--- src/rtl/axi4_lite_pkg.sv ---
// Shared AXI4-Lite types: response codes, channel FSM states and the byte-strobe merge helper.
package axi4_lite_pkg;

    typedef enum logic [1:0] {
        RESP_OKAY   = 2'b00,
        RESP_EXOKAY = 2'b01,
        RESP_SLVERR = 2'b10,
        RESP_DECERR = 2'b11
    } resp_t;

    typedef enum logic {
        WR_IDLE = 1'b0,
        WR_RESP = 1'b1
    } wr_state_t;

    typedef enum logic {
        RD_IDLE = 1'b0,
        RD_DATA = 1'b1
    } rd_state_t;

    function automatic logic [31:0] strobe_merge(input logic [31:0] old_word,
                                                 input logic [31:0] new_word,
                                                 input logic [3:0]  strb);
        logic [31:0] merged;
        merged = old_word;
        for (int i = 0; i < 4; i++) begin
            if (strb[i]) merged[8*i +: 8] = new_word[8*i +: 8];
        end
        return merged;
    endfunction

endpackage

--- src/rtl/axi4_lite_regfile.sv ---
// Register bank with one byte-strobed write port and one registered read port.
module axi4_lite_regfile
    import axi4_lite_pkg::*;
#(
    parameter int unsigned NUM_REGS = 16,
    parameter int unsigned IDX_W    = 4
) (
    input  logic             clock,
    input  logic             reset,
    input  logic             wr_en,
    input  logic [IDX_W-1:0] wr_idx,
    input  logic [31:0]      wr_data,
    input  logic [3:0]       wr_strb,
    input  logic             rd_en,
    input  logic             rd_hit,
    input  logic [IDX_W-1:0] rd_idx,
    output logic [31:0]      rd_data
);

    logic [31:0] mem_q [NUM_REGS];

    // A read and a write on the same edge see the pre-write contents.
    always_ff @(posedge clock) begin
        if (reset) begin
            for (int i = 0; i < int'(NUM_REGS); i++) mem_q[i] <= '0;
            rd_data <= '0;
        end else begin
            if (wr_en) mem_q[wr_idx] <= strobe_merge(mem_q[wr_idx], wr_data, wr_strb);
            if (rd_en) rd_data <= rd_hit ? mem_q[rd_idx] : '0;
        end
    end

endmodule

--- src/rtl/axi4_lite_slave_regs.sv ---
// AXI4-Lite responder backing a bank of 32-bit registers; independent write and read FSMs.
module axi4_lite_slave_regs
    import axi4_lite_pkg::*;
#(
    parameter int unsigned NUM_REGS   = 16,
    parameter int unsigned ADDR_WIDTH = 32
) (
    input  logic                  clock,
    input  logic                  reset,
    input  logic [ADDR_WIDTH-1:0] AWADDR,
    input  logic                  AWVALID,
    output logic                  AWREADY,
    input  logic [31:0]           WDATA,
    input  logic [3:0]            WSTRB,
    input  logic                  WVALID,
    output logic                  WREADY,
    output logic [1:0]            BRESP,
    output logic                  BVALID,
    input  logic                  BREADY,
    input  logic [ADDR_WIDTH-1:0] ARADDR,
    input  logic                  ARVALID,
    output logic                  ARREADY,
    output logic [31:0]           RDATA,
    output logic [1:0]            RRESP,
    output logic                  RVALID,
    input  logic                  RREADY
);

    localparam int unsigned IDX_W = (NUM_REGS > 1) ? $clog2(NUM_REGS) : 1;
    localparam logic [ADDR_WIDTH-3:0] REG_LIMIT = (ADDR_WIDTH-2)'(NUM_REGS);

    wr_state_t               wr_state_q, wr_state_d;
    rd_state_t               rd_state_q, rd_state_d;
    logic                    aw_held_q, aw_held_d, w_held_q, w_held_d;
    logic [ADDR_WIDTH-3:0]   aw_idx_q, aw_idx_d;
    logic [31:0]             wdata_q, wdata_d;
    logic [3:0]              wstrb_q, wstrb_d;
    resp_t                   bresp_q, bresp_d, rresp_q, rresp_d;

    logic                    aw_fire, w_fire, ar_fire, commit, wr_hit, rd_hit;
    logic [ADDR_WIDTH-3:0]   wr_word, rd_word;
    logic [31:0]             wr_data;
    logic [3:0]              wr_strb;
    logic                    unused_byte_addr;

    assign unused_byte_addr = ^{AWADDR[1:0], ARADDR[1:0]};

    // Reset gating keeps the readies low during reset yet high in the first cycle after it.
    assign AWREADY = !reset && (wr_state_q == WR_IDLE) && !aw_held_q;
    assign WREADY  = !reset && (wr_state_q == WR_IDLE) && !w_held_q;
    assign ARREADY = !reset && (rd_state_q == RD_IDLE);
    assign BVALID  = (wr_state_q == WR_RESP);
    assign BRESP   = bresp_q;
    assign RVALID  = (rd_state_q == RD_DATA);
    assign RRESP   = rresp_q;

    assign aw_fire = AWVALID && AWREADY;
    assign w_fire  = WVALID && WREADY;
    assign ar_fire = ARVALID && ARREADY;

    // Commit uses whichever of AW/W is arriving now, falling back to the held copy.
    assign wr_word = aw_fire ? AWADDR[ADDR_WIDTH-1:2] : aw_idx_q;
    assign wr_data = w_fire ? WDATA : wdata_q;
    assign wr_strb = w_fire ? WSTRB : wstrb_q;
    assign rd_word = ARADDR[ADDR_WIDTH-1:2];
    assign wr_hit  = wr_word < REG_LIMIT;
    assign rd_hit  = rd_word < REG_LIMIT;
    assign commit  = (wr_state_q == WR_IDLE) && (aw_held_q || aw_fire) && (w_held_q || w_fire);

    always_comb begin
        wr_state_d = wr_state_q;
        aw_held_d  = aw_held_q || aw_fire;
        w_held_d   = w_held_q || w_fire;
        aw_idx_d   = aw_fire ? AWADDR[ADDR_WIDTH-1:2] : aw_idx_q;
        wdata_d    = w_fire ? WDATA : wdata_q;
        wstrb_d    = w_fire ? WSTRB : wstrb_q;
        bresp_d    = bresp_q;
        unique case (wr_state_q)
            WR_IDLE: begin
                if (commit) begin
                    aw_held_d  = 1'b0;
                    w_held_d   = 1'b0;
                    bresp_d    = wr_hit ? RESP_OKAY : RESP_SLVERR;
                    wr_state_d = WR_RESP;
                end
            end
            WR_RESP: if (BREADY) wr_state_d = WR_IDLE;
            default: wr_state_d = WR_IDLE;
        endcase
    end

    always_comb begin
        rd_state_d = rd_state_q;
        rresp_d    = rresp_q;
        unique case (rd_state_q)
            RD_IDLE: begin
                if (ar_fire) begin
                    rresp_d    = rd_hit ? RESP_OKAY : RESP_SLVERR;
                    rd_state_d = RD_DATA;
                end
            end
            RD_DATA: if (RREADY) rd_state_d = RD_IDLE;
            default: rd_state_d = RD_IDLE;
        endcase
    end

    always_ff @(posedge clock) begin
        if (reset) begin
            wr_state_q <= WR_IDLE;
            rd_state_q <= RD_IDLE;
            aw_held_q  <= 1'b0;
            w_held_q   <= 1'b0;
            aw_idx_q   <= '0;
            wdata_q    <= '0;
            wstrb_q    <= '0;
            bresp_q    <= RESP_OKAY;
            rresp_q    <= RESP_OKAY;
        end else begin
            wr_state_q <= wr_state_d;
            rd_state_q <= rd_state_d;
            aw_held_q  <= aw_held_d;
            w_held_q   <= w_held_d;
            aw_idx_q   <= aw_idx_d;
            wdata_q    <= wdata_d;
            wstrb_q    <= wstrb_d;
            bresp_q    <= bresp_d;
            rresp_q    <= rresp_d;
        end
    end

    axi4_lite_regfile #(
        .NUM_REGS (NUM_REGS),
        .IDX_W    (IDX_W)
    ) u_regfile (
        .clock   (clock),
        .reset   (reset),
        .wr_en   (commit && wr_hit),
        .wr_idx  (wr_word[IDX_W-1:0]),
        .wr_data (wr_data),
        .wr_strb (wr_strb),
        .rd_en   (ar_fire),
        .rd_hit  (rd_hit),
        .rd_idx  (rd_word[IDX_W-1:0]),
        .rd_data (RDATA)
    );

endmodule

--- config.mk ---
export PLATFORM = sky130hd
export DESIGN_NAME = axi4_lite_slave_regs
export DESIGN_NICKNAME = d
export VERILOG_FILES = /design/src/rtl/axi4_lite_pkg.sv /design/src/rtl/axi4_lite_regfile.sv /design/src/rtl/axi4_lite_slave_regs.sv
export SDC_FILE = /design/constraint.sdc
export NUM_CORES = 1
export LEC_CHECK = 0
export ABC_AREA = 1
export BUFFER_PORTS_ARGS = -buffer_cell sky130_fd_sc_hd__buf_2
export CAP_MARGIN = 25
export CORE_ASPECT_RATIO = 1.1
export CORE_MARGIN = 2
export CORE_UTILIZATION = 40
export CTS_CLUSTER_DIAMETER = 80
export DETAILED_ROUTE_END_ITERATION = 7
export GPL_TIMING_DRIVEN = 0
export HOLD_SLACK_MARGIN = 0.05
export PLACE_DENSITY_LB_ADDON = 0.12
export SLEW_MARGIN = 0
export SYNTH_ARGS = -nofsm -noshare
export SYNTH_HDL_FRONTEND = slang
export SYNTH_SLANG_ARGS = --single-unit
--- constraint.sdc ---
create_clock -name clock -period 4.05 [get_ports clock]
set_input_delay 1.0125 -clock clock [delete_from_list [all_inputs] [get_ports clock]]
set_output_delay 1.0125 -clock clock [all_outputs]
set_load 0.05 [all_outputs]
==> results of run 1 <==
==> per-layer routing <==
| metal | up-vias | wire [um] | GRT usage (%) |
|---|---|---|---|
| li1 | 9964 | - | - |
| met5 | - | 0 | 0 |
| met1 | 10700 | 37300 | 31.7 |
| met3 | 197 | 7420 | 4.57 |
| met4 | 0 | 3980 | 11.9 |
| met2 | 995 | 47100 | 46.1 |
==> worst max path at each step <==
stage | startpoint | endpoint | slack, ps | depth (start not counted)
after floorplan | reset | u_regfile.mem_q[3][16]$_SDFFCE_PN0P_ | 300 | 7
after global placement | reset | u_regfile.rd_data[15]$_SDFFE_PP0P_ | -820 | 9
after detailed placement | reset | u_regfile.mem_q[5][24]$_SDFFCE_PN0P_ | -320 | 12
after CTS | reset | AWREADY | 90 | 5
after global routing | reset | u_regfile.mem_q[5][28]$_SDFFCE_PN0P_ | 190 | 12
final | ARADDR[4] | u_regfile.rd_data[22]$_SDFFE_PP0P_ | 260 | 9
==> per-stage QoR <==
step                setup WS (ps)  TNS (ps)  hold WS [ps]  instances
global route                  186         0           487       3973
CTS                          93.6         0           465       3969
floorplan                     297         0           451       2777
global placement             -821    -63010           451       3838
detailed placement           -316    -53400           456       3843
finish                        261         0           464       3973
==> registers in the layout, indices dropped and copies added (netlist names) <==
signal,flops
wstrb_q,4
BVALID,1
aw_idx_q,30
u_regfile.mem_q,512
BRESP,1
aw_held_q,1
wdata_q,32
RVALID,1
RRESP,1
u_regfile.rd_data,32
w_held_q,1
==> cell type report <==
cell class              count  share of cell area, %
clock buffers             101                   6.21
plain buffers             195                   2.81
flip-flops and latches    616                   54.5
inverters                  57                  0.668
multi-input cells        1909                   29.3
clock inverters            25                  0.523
repair buffers            143                   2.39
well taps                 927                   3.62
==> critical path, stage by stage <==
cell and delay [ps]:
clkbuf_1 350, inv_1 430, clkbuf_1 780, clkbuf_1 650, o21ai_0 290, o21ai_0 310
nand2_1 120, nand3_1 200, a21oi_1 80
==> kinds of logic (layout without fill, tap and decap cells) <==
kind of cell | count (synthesis) | after routing | share of synthesized area [%]
DFF | 616 | 616 | 62.5
other | 1 | 2 | 0.0134
AOI/OAI and AO/OA | 473 | 473 | 9.23
buffers and inverters | 252 | 521 | 3.98
and+or+nand+nor | 1402 | 1402 | 23.2
muxes | 32 | 32 | 1.15
==> power breakdown <==
group	internal, mW	switching, mW
Clock	3.49	2.60
Sequential	7.06	0.0674
Combinational	0.324	1.12
==> cells in the final DEF (no fill, tap or decap), types with 11 or more instances in the layout <==
master and n:
clkinv_2 11, inv_1 54, nor2_1 595, a22oi_1 64
buf_2 172, nand4_1 21, edfxtp_1 512, nand4_4 51
a21oi_1 328, dfxtp_1 104, nor2_2 12, nand2_1 633
clkbuf_16 71, buf_6 13, clkbuf_1 146, buf_4 16
nand3_1 69, o21ai_0 67, mux2i_1 32
==> summary.md, run 1 <==
| Metric | Value |
|---|---|
| Cts bufs inserted | 69 |
| Fill count | 6,631 |
| Worst endpoint required time | 4500 ps |
| Critical path endpoint category | flop |
| Min Tclk post-route | 3790 ps |
| Final net count | 3,098 |
| RSZ-0062 raised after global routing | no |
| Setup Fix Bufs, Post-CTS | 0 |
| Die span in y | 281 um |
| Final worst-path cycle share | 93.6% |
| Ant diodes | 0 |
| Most frequent cells after synthesis | nand2_1, nor2_1, edfxtp_1, a21oi_1, clkbuf_1 |
| Clk_lat worst skew | 630 ps |
| FF-to-FF setup slack | 510 ps |
| Worst-path fanout max | 10 |
| Register Area | 17,500 um2 |
| Final Max Slew Viols | 0 |
| Area of the multi-input gates | 9390 um2 |
| Most frequent cell after synthesis | nand2_1 |
| Worst slew pin tran | 1050 ps |
| Fin. Hold Viols | 0 |
| First-pass GRT wire length | 138,000 um |
| Synth Instances | 2,776 |
| Layout cell share with drive strength beyond 1 | 13.0% |
| Critical Path AT | 4240 ps |
| Vias | 21,900 |
| Final Power | 14.7 mW |
| Leakage | 12.7 nW |
| Starting DRT DRC Count | 2,031 |
| Largest net degree at the start of global routing | 14 |
| VDD IR max | 0.000268 V |
| All-Layer GR Usage | 26.3% |
| CTS tree | yes |
| Hpwl dp | 70,000 um |
| IO Port Bufs | 134 |
| Power per cell area | 457 nW/um2 |
| Slew HR | 29.9% |
| Clock buffer depth | 3 |
| Post-synthesis cell area | 27,900 um2 |
| Fin util | 46.4% |
| Row count | 101 |
| Drt wl/cell | 24.1 um |
| Syn avg cell area | 10.1 um2 |
| Hold Buf Count CTS | 0 |
| Synth async-reset ratio | 0% |
| Number of flops mapped to enable cells by yosys | 512 |
| Max frequency | 264 MHz |
| R2R Path End | u_regfile.mem_q[5][25]$_SDFFCE_PN0P_ |
| Seq cells post-synth | 616 |
| Sequential area share after synthesis | 62.5% |
| H-tree depth | 3 |
| Placed inst area | 29,800 um2 |
| Initial antenna violation count | 0 |
| Clk sinks | 616 |
| WS Path Type | in2reg |
| Critical R2R Launch | BVALID$_SDFF_PP0_ |
| Status | finished, final reports clean |
| DIE AREA | 72,000 um2 |
| Yosys cell types | 33 |
| Worst-path clk slew | 60 ps |
| Clk_skew | 20.9 ps |
| # IOs | 148 |
| GR Overflow Total | 0 |
| Hold depth | 2 |
| Vias in the first global route | 21,600 |
| Drt via density | 5.51 |
| Final setup fails | 0 |
| Placer Congestion | 0.947 |
| Hold path endpoint | u_regfile.rd_data[6]$_SDFFE_PP0P_ |
| Top cell type's share of synthesized area | 55.0% |
| Top cells by area, synth | edfxtp_1, nand2_1, nor2_1 |
| DRT Pass-1 Iters | 5 |
| Hold Path Class | reg2reg |
| Final WL | 95,800 um |
| Max-Cap Viols | 0 |
| YS warnings | 0 |
| Leading area contributor after synthesis | edfxtp_1 |
| Worst Setup Start Kind | input pin |
| Starting density of the core | 40.4% |
| # resized after CTS | 0 |
| Layout overhead on the synthesized area | 14.6% |
| Die width | 256 um |
| R2R cell count | 11 |
| CORE AREA | 69,100 um2 |
| Min-delay src | u_regfile.rd_data[6]$_SDFFE_PP0P_ |
| Ys flop type | edfxtp_1 |
| Root buf cell | clkbuf_16 |
| Antenna-violating nets left | 0 |
| DRC viols | 0 |
| Final Cell Area | 32,000 um2 |
No activity file was read; power rests on OpenSTA's default activity.
==> inputs of run 2 (changes only) <==
- clock period: 4.05 -> 3.1 ns (I/O delays scaled with it)
==> run 2 against run 1 <==
  * The run now ends with setup timing left
  * Clock skew up 4.8 ps
  * Cell area increased by 2.1%
  * Global-route usage is 0.27 points higher
  * Highest routed layer unchanged
==> summary.md, run 2 (same netlist as run 1, synthesis figures left out) <==
| Metric | Value |
|---|---|
| Hold Path Class | in2reg (was reg2reg) |
| Initial antenna violation count | 0 (unchanged) |
| Worst Setup Start Kind | input pin (unchanged) |
| Status | finished with violations (was finished, final reports clean) |
| Reg with most FFs | u_regfile.mem_q (unchanged) |
| Worst endpoint required time | 3570 ps (was 4500 ps) |
| Worst slew pin tran | 1140 ps (was 1050 ps) |
| Clk_lat worst skew | 620 ps (was 630 ps) |
| Placer Congestion | 0.920 (was 0.947) |
| Worst-path fanout max | 15 (was 10) |
| Clock buffer depth | 3 (unchanged) |
| Hold Buf Count CTS | 0 (unchanged) |
| Fin. Hold Viols | 0 (unchanged) |
| Max-Cap Viols | 0 (unchanged) |
| DRT Pass-1 Iters | 6 (was 5) |
| Largest net degree at the start of global routing | 16 (was 14) |
| Top flop regs | u_regfile.mem_q (512), u_regfile.rd_data (32), wdata_q (32) (unchanged) |
| Max frequency | 312 MHz |
| Met3 WL | 6950 um (was 7420 um) |
| Starting DRT DRC Count | 2,230 (was 2,031) |
| Hpwl dp | 70,200 um (was 70,000 um) |
| Die span in y | 281 um (unchanged) |
| Top layer reached by signal wires | met4 (unchanged) |
| Final setup fails | 20 (was 0) |
| Routed length on met2 | 46,600 um (was 47,100 um) |
| Vias | 21,800 (was 21,900) |
| Drt wl/cell | 24.1 um (about the same) |
| CTS tree | yes (unchanged) |
| Sequential Power Share | 48.3% (was 48.6%) |
| Leakage | 12.7 nW (about the same) |
| Final Power | 19.3 mW (was 14.7 mW) |
| Switch share | 26.0% (was 25.9%) |
| Final WS setup | -102 ps (was 261 ps) |
| Failing checks | setup timing |
| Fin util | 47.3% (was 46.4%) |
| Row count | 101 (unchanged) |
| Root buf cell | clkbuf_16 (unchanged) |
| DIE AREA | 72,000 um2 (unchanged) |
| Die width | 256 um (unchanged) |
| WS Path Type | in2reg (unchanged) |
| Sum Neg Setup Slack | -705 ps (was 0 ps) |
| IO Port Bufs | 134 (unchanged) |
| First-pass GRT wire length | 140,000 um (was 138,000 um) |
| Clock network fraction of total power | 41.5% (was 41.6%) |
| Clk sinks | 616 (unchanged) |
| Vias in the first global route | 21,500 (was 21,600) |
| Ant diodes | 0 (unchanged) |
| Commonest cells after routing, fill and taps aside | nor2_1, nand2_1, edfxtp_1 (was nand2_1, nor2_1, edfxtp_1) |
| CORE AREA | 69,100 um2 (unchanged) |
| Layout overhead on the synthesized area | 17.0% (was 14.6%) |
| Max reg flops | 512 (unchanged) |
| Antenna-violating nets left | 0 (unchanged) |
| Power per cell area | 589 nW/um2 (was 457 nW/um2) |
| Worst-path clk slew | 60 ps (about the same) |
| Min Tclk post-route | 3200 ps |
| GR Overflow Total | 0 (unchanged) |
| P_sw | 5.01 mW (was 3.79 mW) |
| RSZ-0062 raised after global routing | yes (was no) |
| Final worst-path cycle share | 103% |
| Int Power | 14.2 mW (was 10.9 mW) |
| Final Max Slew Viols | 0 (unchanged) |
| H-tree depth | 3 (unchanged) |
| Slew HR | 23.9% (was 29.9%) |
| Commonest non-fill, non-tap cell in the layout | nor2_1 (was nand2_1) |
| DRC viols | 0 (unchanged) |
| Critical path endpoint category | flop (unchanged) |
| VDD IR max | 0.000440 V (was 0.000268 V) |
| Logic pwr share | 10.1% (was 9.8%) |
| All-Layer GR Usage | 26.6% (was 26.3%) |
| Layout cell share with drive strength beyond 1 | 16.5% (was 13.0%) |
| Final WL | 96,200 um (was 95,800 um) |
| Final net count | 3,106 (was 3,098) |
| Critical Path AT | 3670 ps (was 4240 ps) |
| # IOs | 148 (unchanged) |
| Clk_skew | 25.7 ps (was 20.9 ps) |
| Drt via density | 5.47 (was 5.51) |
| Routed met1 length | 38,600 um (was 37,300 um) |
| Cts bufs inserted | 69 (unchanged) |
| Starting density of the core | 40.4% (unchanged) |
## run 2: cell count changes in the layout (fill, tap and decap cells not counted), sizes merged
cell,before,now
buf,209,218
clkbuf,230,222
clkinv,20,23
clkinvlp,1,4
bufinv,1,2
clkdlybuf4s15,0,1
inv,60,61
## run 2: layer usage
| layer | global-route usage [%] | up-vias |
|---|---|---|
| met2 | 45.9 | 935 |
| met1 | 33.4 | 10700 |
| met3 | 4.04 | 181 |
| met4 | 11.2 | 0 |
| li1 | - | 9987 |
| met5 | 0 | - |
## run 2: path summary, 6_finish.rpt
kind         depth (start not counted)  slack, ps                                    to                              start
min                                  2        350                     RVALID$_SDFF_PP0_                             RREADY
min reg2reg                          2        460     u_regfile.rd_data[4]$_SDFFE_PP0P_  u_regfile.rd_data[4]$_SDFFE_PP0P_
max reg2reg                          6        -50  u_regfile.mem_q[6][24]$_SDFFCE_PN0P_                  BVALID$_SDFF_PP0_
max                                  8       -100    u_regfile.rd_data[22]$_SDFFE_PP0P_                          ARADDR[4]
## run 2: power groups by stage
stage          sequential [mW]  combinational [mW]  clock, mW
2_1_floorplan             9.46                1.10          0
4_1_cts                   9.31                1.89       8.08
3_3_place_gp              9.47                1.82          0
3_5_place_dp              9.48                1.85          0
6_report                  9.31                1.95       8.00
5_1_grt                   9.33                2.08       8.37
## run 2: critical path, cell delays in order
cell      delay, ps
clkbuf_1        320
inv_1           820
clkbuf_1        660
o21ai_0         320
o21ai_0         350
nand2_1         120
nand3_1         190
a21oi_1          80
## run 2: what timing repair did
item / in CTS / in global routing
resized for setup: 83 / 71
pin swaps: 0 / 1
cloned: 0 / 0
setup buffers: 7 / 6
endpoints found under the setup margin: 686 / 571
## run 2: area by class of cell
type,count,area (um2)
plain buffers,193,941
clock buffers,95,1940
clock inverters,33,231
fillers,6577,36400
inverters,57,218
multi-input cells,1909,9920
flip-flops and latches,616,17500
well taps,927,1160
repair buffers,153,840
## run 2: per-stage QoR
step	instance area (um2)	hold slack [ps]	cells	setup WS, ps
after floorplan	28000	451	2777	-43.5
after global placement	29800	451	3838	-1470
after detailed placement	29900	454	3844	-1210
after CTS	32400	345	3977	0.339
after global routing	32700	390	3983	-72.2
final	32700	355	3983	-102
